`src/rtl/alu_share_arbiter_pkg.sv`:
```
// Shared ALU op codes and arbiter FSM encodings; the ALU, its decoder and the arbiter all agree on these.
// Codes above ALU_OP_MAX are undefined and never reach a requester as data.
package alu_share_arbiter_pkg;

    localparam logic [3:0] ALU_ADD    = 4'd0;
    localparam logic [3:0] ALU_SUB    = 4'd1;
    localparam logic [3:0] ALU_AND    = 4'd2;
    localparam logic [3:0] ALU_OR     = 4'd3;
    localparam logic [3:0] ALU_XOR    = 4'd4;
    localparam logic [3:0] ALU_SLL    = 4'd5;
    localparam logic [3:0] ALU_SRL    = 4'd6;
    localparam logic [3:0] ALU_SRA    = 4'd7;
    localparam logic [3:0] ALU_SLT    = 4'd8;
    localparam logic [3:0] ALU_SLTU   = 4'd9;
    localparam logic [3:0] ALU_OP_MAX = 4'd9;

    typedef enum logic [1:0] {
        S_IDLE = 2'd0,
        S_EXEC = 2'd1,
        S_RESP = 2'd2
    } state_e;

    function automatic logic op_is_legal(input logic [3:0] op);
        return (op <= ALU_OP_MAX);
    endfunction

endpackage

```
`src/rtl/alu_share_arbiter_if.sv`:
```
// Request fan-in, shared response channel and ALU drive of the shared-ALU arbiter.
// master = requesters/consumer/ALU side, slave = arbiter side.
interface alu_share_arbiter_if #(
    parameter int NUM_REQ = 4,
    parameter int ID_W    = 2,
    parameter int XLEN    = 32
);
    logic [NUM_REQ-1:0]      req_valid;
    logic [NUM_REQ-1:0]      req_ready;
    logic [4*NUM_REQ-1:0]    req_op;
    logic [XLEN*NUM_REQ-1:0] req_a;
    logic [XLEN*NUM_REQ-1:0] req_b;

    logic                    rsp_valid;
    logic                    rsp_ready;
    logic [ID_W-1:0]         rsp_id;
    logic [XLEN-1:0]         rsp_data;
    logic                    rsp_err;

    logic [XLEN-1:0]         alu_a;
    logic [XLEN-1:0]         alu_b;
    logic [3:0]              alu_op;
    logic [XLEN-1:0]         alu_result;

    modport master (
        output req_valid, req_op, req_a, req_b, rsp_ready, alu_result,
        input  req_ready, rsp_valid, rsp_id, rsp_data, rsp_err, alu_a, alu_b, alu_op
    );

    modport slave (
        input  req_valid, req_op, req_a, req_b, rsp_ready, alu_result,
        output req_ready, rsp_valid, rsp_id, rsp_data, rsp_err, alu_a, alu_b, alu_op
    );

endinterface

```
`src/rtl/alu_share_arbiter_rr_arbiter.sv`:
```
// Combinational round-robin pick: first asserted request at or above ptr, wrapping at NUM_REQ.
// Zero latency; gnt is one-hot or zero and never selects an idle request.
module rr_arbiter #(
    parameter int NUM_REQ = 4,
    parameter int IDX_W   = (NUM_REQ > 1) ? $clog2(NUM_REQ) : 1
) (
    input  logic [NUM_REQ-1:0] req,
    input  logic [IDX_W-1:0]   ptr,
    output logic [NUM_REQ-1:0] gnt,
    output logic [IDX_W-1:0]   gnt_idx,
    output logic               gnt_vld
);

    localparam int             CW    = IDX_W + 1;
    localparam logic [CW-1:0]  N_CNT = CW'(NUM_REQ);

    // One spare bit so ptr + offset can exceed NUM_REQ before the wrap.
    logic [CW-1:0] cand;

    always_comb begin
        gnt     = '0;
        gnt_idx = '0;
        gnt_vld = 1'b0;
        cand    = '0;
        for (int i = 0; i < NUM_REQ; i++) begin
            cand = {1'b0, ptr} + CW'(i);
            if (cand >= N_CNT) begin
                cand = cand - N_CNT;
            end
            if (!gnt_vld && req[cand[IDX_W-1:0]]) begin
                gnt_vld                 = 1'b1;
                gnt_idx                 = cand[IDX_W-1:0];
                gnt[cand[IDX_W-1:0]]    = 1'b1;
            end
        end
    end

endmodule

```
`src/rtl/alu_share_arbiter.sv`:
```
// Round-robin share of one combinational ALU; operands registered, result returned 2 cycles after accept.
// Response held until rsp_ready; no new request is accepted while a response is stalled.
module alu_share_arbiter
    import alu_share_arbiter_pkg::*;
#(
    parameter int NUM_REQ = 4,
    parameter int ID_W    = 2,
    parameter int XLEN    = 32
) (
    input  logic                clk,
    input  logic                rst_n,
    alu_share_arbiter_if.slave  bus
);

    localparam int IDX_W = (NUM_REQ > 1) ? $clog2(NUM_REQ) : 1;

    state_e            state_q,    state_d;
    logic [IDX_W-1:0]  ptr_q,      ptr_d;
    logic [3:0]        alu_op_q,   alu_op_d;
    logic [XLEN-1:0]   alu_a_q,    alu_a_d;
    logic [XLEN-1:0]   alu_b_q,    alu_b_d;
    logic [ID_W-1:0]   rsp_id_q,   rsp_id_d;
    logic [XLEN-1:0]   rsp_data_q, rsp_data_d;
    logic              rsp_err_q,  rsp_err_d;

    logic [NUM_REQ-1:0] arb_gnt;
    logic [IDX_W-1:0]   arb_idx;
    logic               arb_vld;
    logic               accept;

    logic [3:0]         sel_op;
    logic [XLEN-1:0]    sel_a;
    logic [XLEN-1:0]    sel_b;

    rr_arbiter #(
        .NUM_REQ (NUM_REQ),
        .IDX_W   (IDX_W)
    ) u_rr_arbiter (
        .req     (bus.req_valid),
        .ptr     (ptr_q),
        .gnt     (arb_gnt),
        .gnt_idx (arb_idx),
        .gnt_vld (arb_vld)
    );

    always_comb begin
        sel_op = '0;
        sel_a  = '0;
        sel_b  = '0;
        for (int i = 0; i < NUM_REQ; i++) begin
            if (arb_gnt[i]) begin
                sel_op = bus.req_op[4*i +: 4];
                sel_a  = bus.req_a[XLEN*i +: XLEN];
                sel_b  = bus.req_b[XLEN*i +: XLEN];
            end
        end
    end

    always_ff @(posedge clk or negedge rst_n) begin
        if (!rst_n) begin
            state_q    <= S_IDLE;
            ptr_q      <= '0;
            alu_op_q   <= '0;
            alu_a_q    <= '0;
            alu_b_q    <= '0;
            rsp_id_q   <= '0;
            rsp_data_q <= '0;
            rsp_err_q  <= 1'b0;
        end else begin
            state_q    <= state_d;
            ptr_q      <= ptr_d;
            alu_op_q   <= alu_op_d;
            alu_a_q    <= alu_a_d;
            alu_b_q    <= alu_b_d;
            rsp_id_q   <= rsp_id_d;
            rsp_data_q <= rsp_data_d;
            rsp_err_q  <= rsp_err_d;
        end
    end

    always_comb begin
        state_d    = state_q;
        ptr_d      = ptr_q;
        alu_op_d   = alu_op_q;
        alu_a_d    = alu_a_q;
        alu_b_d    = alu_b_q;
        rsp_id_d   = rsp_id_q;
        rsp_data_d = rsp_data_q;
        rsp_err_d  = rsp_err_q;
        case (state_q)
            S_IDLE, S_RESP: begin
                if (accept) begin
                    alu_op_d = sel_op;
                    alu_a_d  = sel_a;
                    alu_b_d  = sel_b;
                    rsp_id_d = ID_W'(arb_idx);
                    ptr_d    = (arb_idx == IDX_W'(NUM_REQ - 1)) ? '0 : IDX_W'(arb_idx + 1'b1);
                    state_d  = S_EXEC;
                end else if ((state_q == S_RESP) && bus.rsp_ready) begin
                    state_d  = S_IDLE;
                end
            end
            S_EXEC: begin
                // Undefined codes leave a stale value on the ALU output, so it is not forwarded.
                state_d = S_RESP;
                if (op_is_legal(alu_op_q)) begin
                    rsp_data_d = bus.alu_result;
                    rsp_err_d  = 1'b0;
                end else begin
                    rsp_data_d = '0;
                    rsp_err_d  = 1'b1;
                end
            end
            default: state_d = S_IDLE;
        endcase
    end

    always_comb begin
        case (state_q)
            S_IDLE:  accept = arb_vld;
            S_RESP:  accept = arb_vld & bus.rsp_ready;
            default: accept = 1'b0;
        endcase
        bus.req_ready = accept ? arb_gnt : '0;
        bus.rsp_valid = (state_q == S_RESP);
        bus.rsp_id    = rsp_id_q;
        bus.rsp_data  = rsp_data_q;
        bus.rsp_err   = rsp_err_q;
        bus.alu_op    = alu_op_q;
        bus.alu_a     = alu_a_q;
        bus.alu_b     = alu_b_q;
    end

endmodule

```
`src/flat_wrapper.sv`:
```
// flat-port wrapper written by rule: the top's interface ports become plain ports
module alu_share_arbiter_flat import alu_share_arbiter_pkg::*;
#(
    parameter int NUM_REQ = 4,
    parameter int ID_W    = 2,
    parameter int XLEN    = 32
)
  (clk, rst_n, bus_req_valid, bus_req_op, bus_req_a, bus_req_b, bus_rsp_ready, bus_alu_result, bus_req_ready, bus_rsp_valid, bus_rsp_id, bus_rsp_data, bus_rsp_err, bus_alu_a, bus_alu_b, bus_alu_op);
  alu_share_arbiter_if #(.NUM_REQ(NUM_REQ), .ID_W(ID_W), .XLEN(XLEN)) bus_i ();
  input  logic clk;
  input  logic rst_n;
  input wire logic [$bits(bus_i.req_valid)-1:0] bus_req_valid;
  input wire logic [$bits(bus_i.req_op)-1:0] bus_req_op;
  input wire logic [$bits(bus_i.req_a)-1:0] bus_req_a;
  input wire logic [$bits(bus_i.req_b)-1:0] bus_req_b;
  input wire logic [$bits(bus_i.rsp_ready)-1:0] bus_rsp_ready;
  input wire logic [$bits(bus_i.alu_result)-1:0] bus_alu_result;
  output wire logic [$bits(bus_i.req_ready)-1:0] bus_req_ready;
  output wire logic [$bits(bus_i.rsp_valid)-1:0] bus_rsp_valid;
  output wire logic [$bits(bus_i.rsp_id)-1:0] bus_rsp_id;
  output wire logic [$bits(bus_i.rsp_data)-1:0] bus_rsp_data;
  output wire logic [$bits(bus_i.rsp_err)-1:0] bus_rsp_err;
  output wire logic [$bits(bus_i.alu_a)-1:0] bus_alu_a;
  output wire logic [$bits(bus_i.alu_b)-1:0] bus_alu_b;
  output wire logic [$bits(bus_i.alu_op)-1:0] bus_alu_op;
  assign bus_i.req_valid = bus_req_valid;
  assign bus_i.req_op = bus_req_op;
  assign bus_i.req_a = bus_req_a;
  assign bus_i.req_b = bus_req_b;
  assign bus_i.rsp_ready = bus_rsp_ready;
  assign bus_i.alu_result = bus_alu_result;
  assign bus_req_ready = bus_i.req_ready;
  assign bus_rsp_valid = bus_i.rsp_valid;
  assign bus_rsp_id = bus_i.rsp_id;
  assign bus_rsp_data = bus_i.rsp_data;
  assign bus_rsp_err = bus_i.rsp_err;
  assign bus_alu_a = bus_i.alu_a;
  assign bus_alu_b = bus_i.alu_b;
  assign bus_alu_op = bus_i.alu_op;
  alu_share_arbiter #(.NUM_REQ(NUM_REQ), .ID_W(ID_W), .XLEN(XLEN)) u_core (.clk(clk), .rst_n(rst_n), .bus(bus_i));
endmodule
```
`config.mk`:
```
export PLATFORM = sky130hd
export DESIGN_NAME = alu_share_arbiter_flat
export DESIGN_NICKNAME = d
export VERILOG_FILES = /design/src/rtl/alu_share_arbiter_pkg.sv /design/src/rtl/alu_share_arbiter_if.sv /design/src/rtl/alu_share_arbiter_rr_arbiter.sv /design/src/rtl/alu_share_arbiter.sv /design/src/flat_wrapper.sv
export SDC_FILE = /design/constraint.sdc
export NUM_CORES = 1
export LEC_CHECK = 0
export ABC_CLOCK_PERIOD_IN_PS = 9000
export CAP_MARGIN = 20
export CORE_AREA = 2 2 161 163
export DETAILED_ROUTE_END_ITERATION = 8
export DIE_AREA = 0 0 163 165
export GPL_TIMING_DRIVEN = 0
export PLACE_DENSITY_LB_ADDON = 0.15
export SYNTH_ARGS = -nofsm -noshare
export SYNTH_HDL_FRONTEND = slang
export SYNTH_SLANG_ARGS = --single-unit
```
`constraint.sdc`:
```
create_clock -name clk -period 9 [get_ports clk]
set_input_delay 1.8 -clock clk [delete_from_list [all_inputs] [get_ports clk]]
set_output_delay 1.8 -clock clk [all_outputs]
set_load 0.02 [all_outputs]
```
**After elaboration in Yosys (flattened, before gate mapping)**

Index checks and enable logic that the tools add are counted.

- Flip-flop bits (word level): 107
- Bits in latches: 0
- RAM bits: 0
- ROM bits: 0
- Input port bits: 311
- Output and inout port bits: 108
- Logic and storage cells: 103
- Memories: 0

- $add $sub $neg: 8
- Multipliers: 0
- Div/mod/pow operators: 0
- Magnitude comparators: 13
- Equal/unequal tests: 4
- Shifts and indexed selects: 0
- Multiplexer cells: 52
- Bitwise operators: 4
- Reductions and logical operators: 14

Operators by type and width:

| operator | number |
|---|---|
| $mux W32 | 9 |
| $mux W4 | 9 |
| $mux W2 | 11 |
| $mux W1 | 13 |
| $lt A2 B3 Y1 const B | 4 |
| $or A4 B4 Y4 | 3 |
| $ge A3 B3 Y1 const B | 3 |
| $bmux W1 S2 | 4 |
| $demux W1 S2 | 4 |
| $ge A2 B1 Y1 const B | 4 |
| $logic_and A1 B1 Y1 | 8 |
| $sub A2 B1 Y2 const B | 4 |
| $add A2 B2 Y3 const B | 2 |
| $eq A2 B2 Y1 const B | 2 |
| $le A4 B4 Y1 const B | 1 |
| $pmux W2 S2 | 1 |
| $add A2 B1 Y3 const B | 1 |
| $ge A2 B3 Y1 const B | 1 |
| $logic_not A1 Y1 | 3 |
| $ne A3 B1 Y1 const B | 1 |
| $add A2 B1 Y2 const B | 1 |
| $eq A2 B1 Y1 const B | 1 |
| $logic_not A2 Y1 | 1 |
| $pmux W1 S2 | 1 |
| 3 further kinds | 3 |

**Depth between registers and ports, before layout**

Gate-level depths: netlist of run 1.

- Depth after elaboration: 18
- Mapped depth: 13
- Depth with buffers taken out: 8

**Cells and area by module**

Synthesis of run 1 repeated with hierarchy kept, for this count alone.

- Cells, all modules: 765
- Area, all modules: 6812.8 sq um

By module, submodules not included:

| module | instances | cells each | area each (sq um) | sequential area each (sq um) |
|---|---|---|---|---|
| alu_share_arbiter | 1 | 720 | 6391.1 | 2677.6 |
| rr_arbiter | 1 | 45 | 421.7 | 0.0 |

**Worst setup path before layout of run 1**

No wires, ideal clock.

- Kind: in2out
- Start: in bus_req_valid[2]
- End: out bus_req_ready[1]
- Data arrival time: 3686 ps
- Required time: 7200 ps
- Path slack: 3514 ps
- Cell stages on the path: 10
- Buffers on the path: 5
- Path through: buf_6 -> mux4_2 -> buf_6 -> nor3b_1 -> o21ai_1 -> and4_1 -> buf_2 -> buf_6 -> buf_4 -> nor2_1

- Longest elaborated chain between the ends: 15
- Elaborated cells between the ends (all ways): 28
- Those cells by class: 18 x mux; 4 x bitwise; 6 x reduce/logical

RTL lines:

| what | line | text |
|---|---|---|
| start, declared | flat_wrapper.sv:12 | `input wire logic [$bits(bus_i.req_valid)-1:0] bus_req_valid;` |
| $bmux W1 S2 | alu_share_arbiter_rr_arbiter.sv:30 | `if (!gnt_vld && req[cand[IDX_W-1:0]]) begin` |
| $mux W1 (implied by the code) | alu_share_arbiter_rr_arbiter.sv:30 |  |
| $mux W1 | alu_share_arbiter_rr_arbiter.sv:30 |  |
| $logic_not A1 Y1 | alu_share_arbiter_rr_arbiter.sv:30 |  |
| $logic_and A1 B1 Y1 | alu_share_arbiter_rr_arbiter.sv:30 |  |
| $mux W1 | alu_share_arbiter_rr_arbiter.sv:30 |  |
| $logic_not A1 Y1 | alu_share_arbiter_rr_arbiter.sv:30 |  |
| $logic_and A1 B1 Y1 | alu_share_arbiter_rr_arbiter.sv:30 |  |
| $mux W1 | alu_share_arbiter_rr_arbiter.sv:30 |  |
| $logic_not A1 Y1 | alu_share_arbiter_rr_arbiter.sv:30 |  |
| $logic_and A1 B1 Y1 | alu_share_arbiter_rr_arbiter.sv:30 |  |
| $mux W1 | alu_share_arbiter_rr_arbiter.sv:30 |  |
| $and A1 B1 Y1 | alu_share_arbiter.sv:121 | `S_RESP: accept = arb_vld & bus.rsp_ready;` |
| $pmux W1 S2 | alu_share_arbiter.sv:119 | `case (state_q)` |
| $mux W4 * | alu_share_arbiter.sv:124 | `bus.req_ready = accept ? arb_gnt : '0;` |
| end, declared | flat_wrapper.sv:18 | `output wire logic [$bits(bus_i.req_ready)-1:0] bus_req_ready;` |

Mark *: on every way between the ends. The rest lies on a longest branch, timed or not. The select of a mux whose other input is x is not followed.

**Final worst setup path of run 1**

- Start: in bus_req_valid[0]
- End: out bus_req_ready[2]

Same word-level chain as after synthesis.

==> flow_results.xml, run 1 <==
<?xml version="1.0" encoding="UTF-8"?>
<metrics>
  <group name="run">
    <metric name="maxCapViolations" unit="">0</metric>
  </group>
  <group name="synthesis">
    <metric name="synthesis_stage_register_bit_count" unit="">107</metric>
    <metric name="synth_edf_count" unit="">0</metric>
    <metric name="synth_cell_types" unit="">46</metric>
    <metric name="synthesized_area" unit="um^2">6760</metric>
    <metric name="seq_area_frac_synth" unit="">0.396</metric>
    <metric name="synth_top_cells_by_area" unit="">dfrtp_1 40%, o2bb2ai_1 8.8%, a311oi_2 6.4%</metric>
    <metric name="area_leader_netlist" unit="">dfrtp_1</metric>
    <metric name="synthFlopType" unit="">dfrtp_1</metric>
    <metric name="synth_common_cells" unit="">107 x dfrtp_1, 77 x nand2_1, 75 x nor2_1</metric>
    <metric name="postSynthCellCount" unit="">732</metric>
    <metric name="synthArstFlopShare" unit="">1.00</metric>
    <metric name="yosys.area.top_type_share" unit="">0.396</metric>
    <metric name="nets_in_the_synthesized_netlist" unit="">1050</metric>
    <metric name="yosys_warnings" unit="">0</metric>
    <metric name="post-synth-top-count-cell" unit="">dfrtp_1</metric>
    <metric name="mean_cell_area_of_the_mapped_netlist" unit="um^2">9.24</metric>
  </group>
  <group name="clock_network">
    <metric name="cts-root-to-sink-buffers" unit="">2</metric>
    <metric name="cts_hold_repair.buffers" unit="">0</metric>
    <metric name="clk_pin_slew" unit="ns">0.08</metric>
    <metric name="ctsRootBufferMaster" unit="">clkbuf_16</metric>
    <metric name="clk-insertion-delay-late" unit="ns">0.37</metric>
    <metric name="cts.sinks" unit="">107</metric>
    <metric name="post_cts.resized_instances" unit="">0</metric>
    <metric name="numCtsBuffers" unit="">9</metric>
    <metric name="ctsHtreeMaxLevel" unit="">3</metric>
    <metric name="tritoncts" unit="">built</metric>
    <metric name="post-cts-setup-buffers" unit="">0</metric>
  </group>
  <group name="setup_path">
    <metric name="timing_worst_setup_path_type" unit="">primary input to primary output</metric>
    <metric name="critical_path.most_common_cell" unit="">clkdlybuf4s50_1</metric>
    <metric name="cp_top_family" unit="">buffers and inverters</metric>
    <metric name="arrival" unit="ns">5.22</metric>
    <metric name="worstPathRequired" unit="ns">7.20</metric>
    <metric name="worstPathMaxFanout" unit="">10</metric>
    <metric name="r2r.worst_path.cells" unit="">13</metric>
    <metric name="cp.buffers_inverters" unit="">4</metric>
    <metric name="critical_path.cell_chain" unit="">clkdlybuf4s50_1 &gt; mux2i_1 &gt; and2_1 &gt; nor3_1 &gt; a2111oi_4 &gt; buf_4 &gt; buf_2 &gt; nor2_1 &gt; clkdlybuf4s50_1</metric>
    <metric name="max_stage_delay" unit="ns">0.69</metric>
    <metric name="worst_setup_path_end_kind" unit="">primary output</metric>
    <metric name="crit_slowest_cell" unit="">a2111oi_4</metric>
    <metric name="number_of_cells_on_the_critical_path" unit="">9</metric>
    <metric name="critPathLaunchType" unit="">primary input</metric>
  </group>
  <group name="placement">
    <metric name="dpl.hpwl" unit="um">25700</metric>
    <metric name="postPlaceCellArea" unit="um^2">11400</metric>
    <metric name="place_congestion" unit="">0.868</metric>
    <metric name="place_inst" unit="">1480</metric>
    <metric name="port_buffers" unit="">417</metric>
  </group>
  <group name="detailed_routing">
    <metric name="detail_route.iter0.violations" unit="">672</metric>
    <metric name="drc_errors" unit="">0</metric>
    <metric name="viasPerCell" unit="">5.27</metric>
    <metric name="via_count" unit="">7880</metric>
    <metric name="postRouteAntennaNets" unit="">0</metric>
    <metric name="wirelength" unit="um">33900</metric>
    <metric name="drt_first_pass_iters" unit="">5</metric>
    <metric name="wire_per_inst" unit="um">22.7</metric>
  </group>
  <group name="timing">
    <metric name="final_period_minus_worst_setup_slack" unit="ns">7.02</metric>
    <metric name="slew_headroom" unit="">0.474</metric>
    <metric name="final.period_utilization" unit="">0.780</metric>
    <metric name="final-hold-violation-count" unit="">0</metric>
    <metric name="setup-tns-final" unit="ns">0</metric>
    <metric name="clock-skew-final" unit="ns">0.0143</metric>
    <metric name="report.final.setup_viol" unit="">0</metric>
    <metric name="tightest_slew" unit="ns">0.787</metric>
    <metric name="final_max_slew_viol_count" unit="">0</metric>
    <metric name="maxClockFrequency" unit="MHz">142</metric>
    <metric name="rsz0062_at_grt" unit="">false</metric>
  </group>
  <group name="die">
    <metric name="io_pins" unit="">419</metric>
    <metric name="start_util" unit="">0.270</metric>
    <metric name="die_area" unit="um^2">26900</metric>
    <metric name="core" unit="um^2">25000</metric>
    <metric name="chipWidth" unit="um">163</metric>
    <metric name="rows" unit="">58</metric>
    <metric name="die_height" unit="um">165</metric>
  </group>
  <group name="grt">
    <metric name="grt_start_max_net_pins" unit="">67</metric>
    <metric name="grt_pass1_wl" unit="um">50200</metric>
    <metric name="grt.overflow.total" unit="">0</metric>
    <metric name="vias_in_the_first_global_route" unit="">8220</metric>
    <metric name="gr-usage-all-layers" unit="">0.245</metric>
    <metric name="antenna_found_initial" unit="">0</metric>
  </group>
  <group name="outcome">
    <metric name="status" unit="">finished clean</metric>
  </group>
  <group name="final_layout">
    <metric name="regArea" unit="um^2">2680</metric>
    <metric name="fin_cells" unit="">1496</metric>
    <metric name="fin_nets" unit="">1479</metric>
    <metric name="area_delta_synth_final" unit="%">73.0</metric>
    <metric name="finalCoreUtilization" unit="">0.467</metric>
    <metric name="layout-drive-gt1-share" unit="">0.0858</metric>
    <metric name="number_of_fill_cells" unit="">2505</metric>
    <metric name="multi_input_comb_area" unit="um^2">3620</metric>
    <metric name="antenna_cells_inserted" unit="">0</metric>
    <metric name="layout.cell_area.non_filler" unit="um^2">11700</metric>
  </group>
  <group name="pwr">
    <metric name="design_power_total" unit="uW">4590</metric>
    <metric name="power_density" unit="nW/um^2">392</metric>
    <metric name="irDropWorstVdd" unit="uV">164</metric>
    <metric name="p_leak" unit="uW">0.00427</metric>
  </group>
  <group name="worst_hold_path">
    <metric name="hold_path_depth" unit="">2</metric>
    <metric name="hold_path.class" unit="">flop to flop</metric>
  </group>
</metrics>
## final cells by class
class,instances,area share
plain buffers,85,0.0369
clock buffers,9,0.0193
clock inverters,7,0.00781
inverters,9,0.00289
multi-input cells,531,0.309
flip-flops and latches,107,0.229
well taps,330,0.0353
repair buffers,418,0.359
## where the power goes
part	switching (uW)	total [uW]	internal, uW
Clock	226	428	202
Combinational	1980	3280	1300
Sequential	146	883	737
Total	2350	4590	2240
## kinds of logic after synthesis
family | count (synthesis) | synth area share
flops | 107 | 0.396
buf+inv | 94 | 0.0689
mux | 6 | 0.0111
xor+xnor | 1 | 0.00130
simple gates | 318 | 0.227
compound gates | 199 | 0.283
fa+ha+maj | 7 | 0.0130
## state kept, by name, indices dropped and copies added (netlist names), named ones only
name                 cells
u_core.ptr_q             1
u_core.bus.alu_b        32
u_core.state_q           2
u_core.bus.rsp_id        2
u_core.bus.rsp_err       1
u_core.bus.alu_a        32
u_core.bus.alu_op        4
u_core.bus.rsp_data     32
## layer usage
layer	GRT usage	vias up	wire length (um)
met5	0	-	0
met4	0.0760	0	828
met3	0.0450	45	2220
met2	0.428	336	16700
met1	0.306	3818	14100
li1	-	3681	-
## through the flow
stage	setup slack [ns]	hold slack, ns
after CTS	1.97	0.501
after global routing	1.78	0.523
after global placement	1.31	0.465
final	1.98	0.500
after floorplan	3.51	0.590
after detailed placement	1.99	0.478
## worst reg2reg max path, cell delays in order, from the launching register on
cell and delay [ns]:
dfrtp_1 0.57, buf_2 0.31, inv_1 0.14, ha_1 0.42
mux4_2 0.59, buf_6 0.18, nand2_2 0.08, a21oi_2 0.06
a2111oi_1 0.74, and3_1 0.24, buf_2 0.16, buf_4 0.23
buf_6 0.21, a311oi_2 0.11
## cells in the final DEF (no fill, tap or decap), drive strengths merged, types with 2 or more instances in the layout
cell type	n
a2111oi	3
o21ai	10
nand2b	2
and3b	2
nand3	69
clkbuf	54
o2bb2ai	69
nor3	4
inv	12
a311oi	68
a22o	32
mux2i	3
and2	4
nor4	68
mux2	2
dfrtp	107
clkinv	4
clkdlybuf4s50	416
a21oi	8
and3	2
a21bo	2
ha	7
a221oi	2
nor2	75
or3	5
buf	42
nand2	79
nor3b	5
## path summary, 6_finish.rpt
kind	startpoint	slack (ns)	endpoint
min in group asynchronous	rst_n	1.36	u_core.bus.alu_b[10]
setup reg to reg	flop	4.86	u_core.bus.alu_a[11]
setup / recovery	bus_req_valid[0]	1.98	bus_req_ready[2]
max in group asynchronous	rst_n	6.92	u_core.state_q[0]
hold / removal	u_core.bus.rsp_id[0]	0.50	u_core.bus.rsp_id[0]
hold reg to reg	u_core.bus.rsp_id[0]	0.50	u_core.bus.rsp_id[0]
(Power assumes the default switching activity.)
==> run 2: changes to the inputs <==
ABC_CLOCK_PERIOD_IN_PS = 7150   (was 9000)
CORE_AREA = 2 2 163 165   (was 2 2 161 163)
DIE_AREA = 0 0 165 167   (was 0 0 163 165)
clock period = 7.15 ns   (was 9 ns; I/O delays follow)
==> run 2 against run 1 <==
Core utilization down 1.3 points. Routed wire length up 1.7%. Power up 27%. Non-clock buffer count unchanged. Sequential share of layout area about the same. Via count up 0.32%. Die area up 2.5%. Design area up 0.12%. Setup slack worse by 1.1 ns. Critical path type unchanged. Largest power group unchanged. Highest routed layer is now met5.
==> flow_results.xml, run 2 (synthesis results as in run 1) <==
<?xml version="1.0" encoding="UTF-8"?>
<metrics>
  <group name="detailed_routing">
    <metric name="drc_errors" unit="">0</metric>
    <metric name="postRouteAntennaNets" unit="">0</metric>
    <metric name="viasPerCell" unit="">5.25</metric>
    <metric name="wirelength" unit="um">34500</metric>
    <metric name="detail_route.iter0.violations" unit="">518</metric>
    <metric name="wire_per_inst" unit="um">22.9</metric>
    <metric name="via_count" unit="">7905</metric>
    <metric name="drt_first_pass_iters" unit="">5</metric>
  </group>
  <group name="grt">
    <metric name="grt_start_max_net_pins" unit="">75</metric>
    <metric name="grt.overflow.total" unit="">0</metric>
    <metric name="grt_pass1_wl" unit="um">50300</metric>
    <metric name="gr-usage-all-layers" unit="">0.241</metric>
    <metric name="vias_in_the_first_global_route" unit="">8167</metric>
    <metric name="antenna_found_initial" unit="">5</metric>
  </group>
  <group name="clock_network">
    <metric name="post-cts-setup-buffers" unit="">0</metric>
    <metric name="cts-root-to-sink-buffers" unit="">2</metric>
    <metric name="ctsHtreeMaxLevel" unit="">3</metric>
    <metric name="clk-insertion-delay-late" unit="ns">0.37</metric>
    <metric name="clk_pin_slew" unit="ns">0.08</metric>
    <metric name="numCtsBuffers" unit="">9</metric>
    <metric name="cts_hold_repair.buffers" unit="">0</metric>
    <metric name="tritoncts" unit="">built</metric>
    <metric name="ctsRootBufferMaster" unit="">clkbuf_16</metric>
    <metric name="cts.sinks" unit="">107</metric>
    <metric name="post_cts.resized_instances" unit="">0</metric>
  </group>
  <group name="final_layout">
    <metric name="most-common-layout-cells" unit="">416 x clkdlybuf4s50_1, 107 x dfrtp_1, 77 x nand2_1</metric>
    <metric name="layout-drive-gt1-share" unit="">0.0858</metric>
    <metric name="fin_nets" unit="">1479</metric>
    <metric name="fin_cells" unit="">1506</metric>
    <metric name="number_of_fill_cells" unit="">2547</metric>
    <metric name="multi_input_comb_area" unit="um^2">3620</metric>
    <metric name="regArea" unit="um^2">2680</metric>
    <metric name="area_delta_synth_final" unit="%">73.2</metric>
    <metric name="mostFrequentLayoutCell" unit="">clkdlybuf4s50_1</metric>
  </group>
  <group name="die">
    <metric name="chipWidth" unit="um">165</metric>
    <metric name="core" unit="um^2">25800</metric>
    <metric name="start_util" unit="">0.262</metric>
    <metric name="die_height" unit="um">167</metric>
    <metric name="rows" unit="">59</metric>
    <metric name="die_area" unit="um^2">27600</metric>
    <metric name="io_pins" unit="">419</metric>
  </group>
  <group name="pwr">
    <metric name="combinationalPowerShare" unit="">0.715</metric>
    <metric name="power_density" unit="nW/um^2">496</metric>
    <metric name="irDropWorstVdd" unit="uV">182</metric>
    <metric name="clockPowerShare" unit="">0.096</metric>
    <metric name="power.share.sequential" unit="">0.190</metric>
    <metric name="cell_internal_power" unit="uW">2820</metric>
    <metric name="p_leak" unit="uW">0.00427</metric>
    <metric name="net_switching_power" unit="uW">2990</metric>
    <metric name="power.switching_fraction" unit="">0.515</metric>
  </group>
  <group name="placement">
    <metric name="place_ws" unit="ns">0.882</metric>
    <metric name="place_congestion" unit="">0.884</metric>
    <metric name="port_buffers" unit="">417</metric>
    <metric name="place_inst" unit="">1485</metric>
    <metric name="dpl.hpwl" unit="um">26100</metric>
  </group>
  <group name="outcome">
    <metric name="status" unit="">finished clean</metric>
  </group>
  <group name="timing">
    <metric name="rsz0062_at_grt" unit="">false</metric>
    <metric name="report.final.setup_viol" unit="">0</metric>
    <metric name="clock-skew-final" unit="ns">0.0227</metric>
    <metric name="maxClockFrequency" unit="MHz">160</metric>
    <metric name="layout_setup_ws" unit="ns">0.917</metric>
    <metric name="tightest_slew" unit="ns">0.777</metric>
    <metric name="slew_headroom" unit="">0.482</metric>
    <metric name="final_max_slew_viol_count" unit="">0</metric>
    <metric name="final.period_utilization" unit="">0.872</metric>
    <metric name="final_period_minus_worst_setup_slack" unit="ns">6.23</metric>
    <metric name="final-hold-violation-count" unit="">0</metric>
  </group>
  <group name="setup_path">
    <metric name="reg2reg_slack" unit="ns">2.91</metric>
    <metric name="arrival" unit="ns">4.80</metric>
    <metric name="worstPathRequired" unit="ns">5.72</metric>
    <metric name="worstPathMaxFanout" unit="">10</metric>
    <metric name="timing_worst_setup_path_type" unit="">primary input to primary output</metric>
    <metric name="worst_setup_path_end_kind" unit="">primary output</metric>
    <metric name="critPathLaunchType" unit="">primary input</metric>
  </group>
  <group name="worst_hold_path">
    <metric name="hold_path.class" unit="">flop to flop</metric>
  </group>
  <group name="run">
    <metric name="maxCapViolations" unit="">0</metric>
  </group>
</metrics>
run 2: changes by cell type in the layout (fill, tap and decap cells not counted), sizes merged:
cell / delta
clkinv: -2
inv: +2
diode: +5
run 2: worst max-delay path, stage by stage:
cell and delay (ns):
clkdlybuf4s50_1 0.53, nor2_1 0.38, nand2_1 0.10, nand2_1 0.10, clkbuf_1 0.59, clkbuf_1 0.57
clkbuf_1 0.40, nor2_1 0.10, clkdlybuf4s50_1 0.58
run 2: power by group through the flow:
stage | logic (uW) | clock network [uW] | registers, uW
floorplan | 2150 | 0 | 1430
finish | 4150 | 555 | 1100
CTS | 4200 | 568 | 1100
global placement | 4170 | 0 | 1110
global route | 4480 | 585 | 1130
detailed placement | 4190 | 0 | 1110
run 2: layout make-up:
type | instances | area share
repair buffers | 418 | 0.359
multi-input cells | 531 | 0.309
flip-flops and latches | 107 | 0.229
plain buffers | 85 | 0.0369
well taps | 335 | 0.0358
clock buffers | 9 | 0.0192
clock inverters | 7 | 0.00737
inverters | 9 | 0.00289
diodes | 5 | 0.00107
run 2: stage by stage:
stage          total power [uW]  hold slack (ns)   util  instance area, um^2  setup TNS, ns
6_report                   5810            0.506  0.454                11700              0
5_1_grt                    6190            0.525  0.454                11700              0
4_1_cts                    5870            0.513  0.454                11700              0
3_5_place_dp               5300            0.492  0.442                11400              0
2_1_floorplan              3580            0.590      -                 6760              0
3_3_place_gp               5280            0.480  0.441                11400          -9.87
run 2: worst paths after layout:
| path | startpoint | to | cells past startpoint |
|---|---|---|---|
| worst max-delay path | bus_req_valid[3] | bus_req_ready[3] | 9 |
| worst min-delay path | u_core.bus.rsp_data[26] | u_core.bus.rsp_data[26] | 1 |
| worst max register to register | flop | u_core.bus.alu_a[20] | 12 |
| worst min register to register | u_core.bus.rsp_data[26] | u_core.bus.rsp_data[26] | 1 |
| max in group asynchronous | rst_n | u_core.bus.rsp_id[0] | 2 |
| min in group asynchronous | rst_n | u_core.bus.alu_b[20] | 1 |
run 2: metal layers:
metal  vias to the layer above  part of all wire  routed length [um]  global-route usage
li1                       3680                 -                   -                   -
met1                      3826              0.41               14100               0.300
met2                       330              0.48               16400               0.396
met3                        67             0.079                2710              0.0613
met4                         2             0.036                1230              0.0987
met5                         -           0.00038                  13                   0
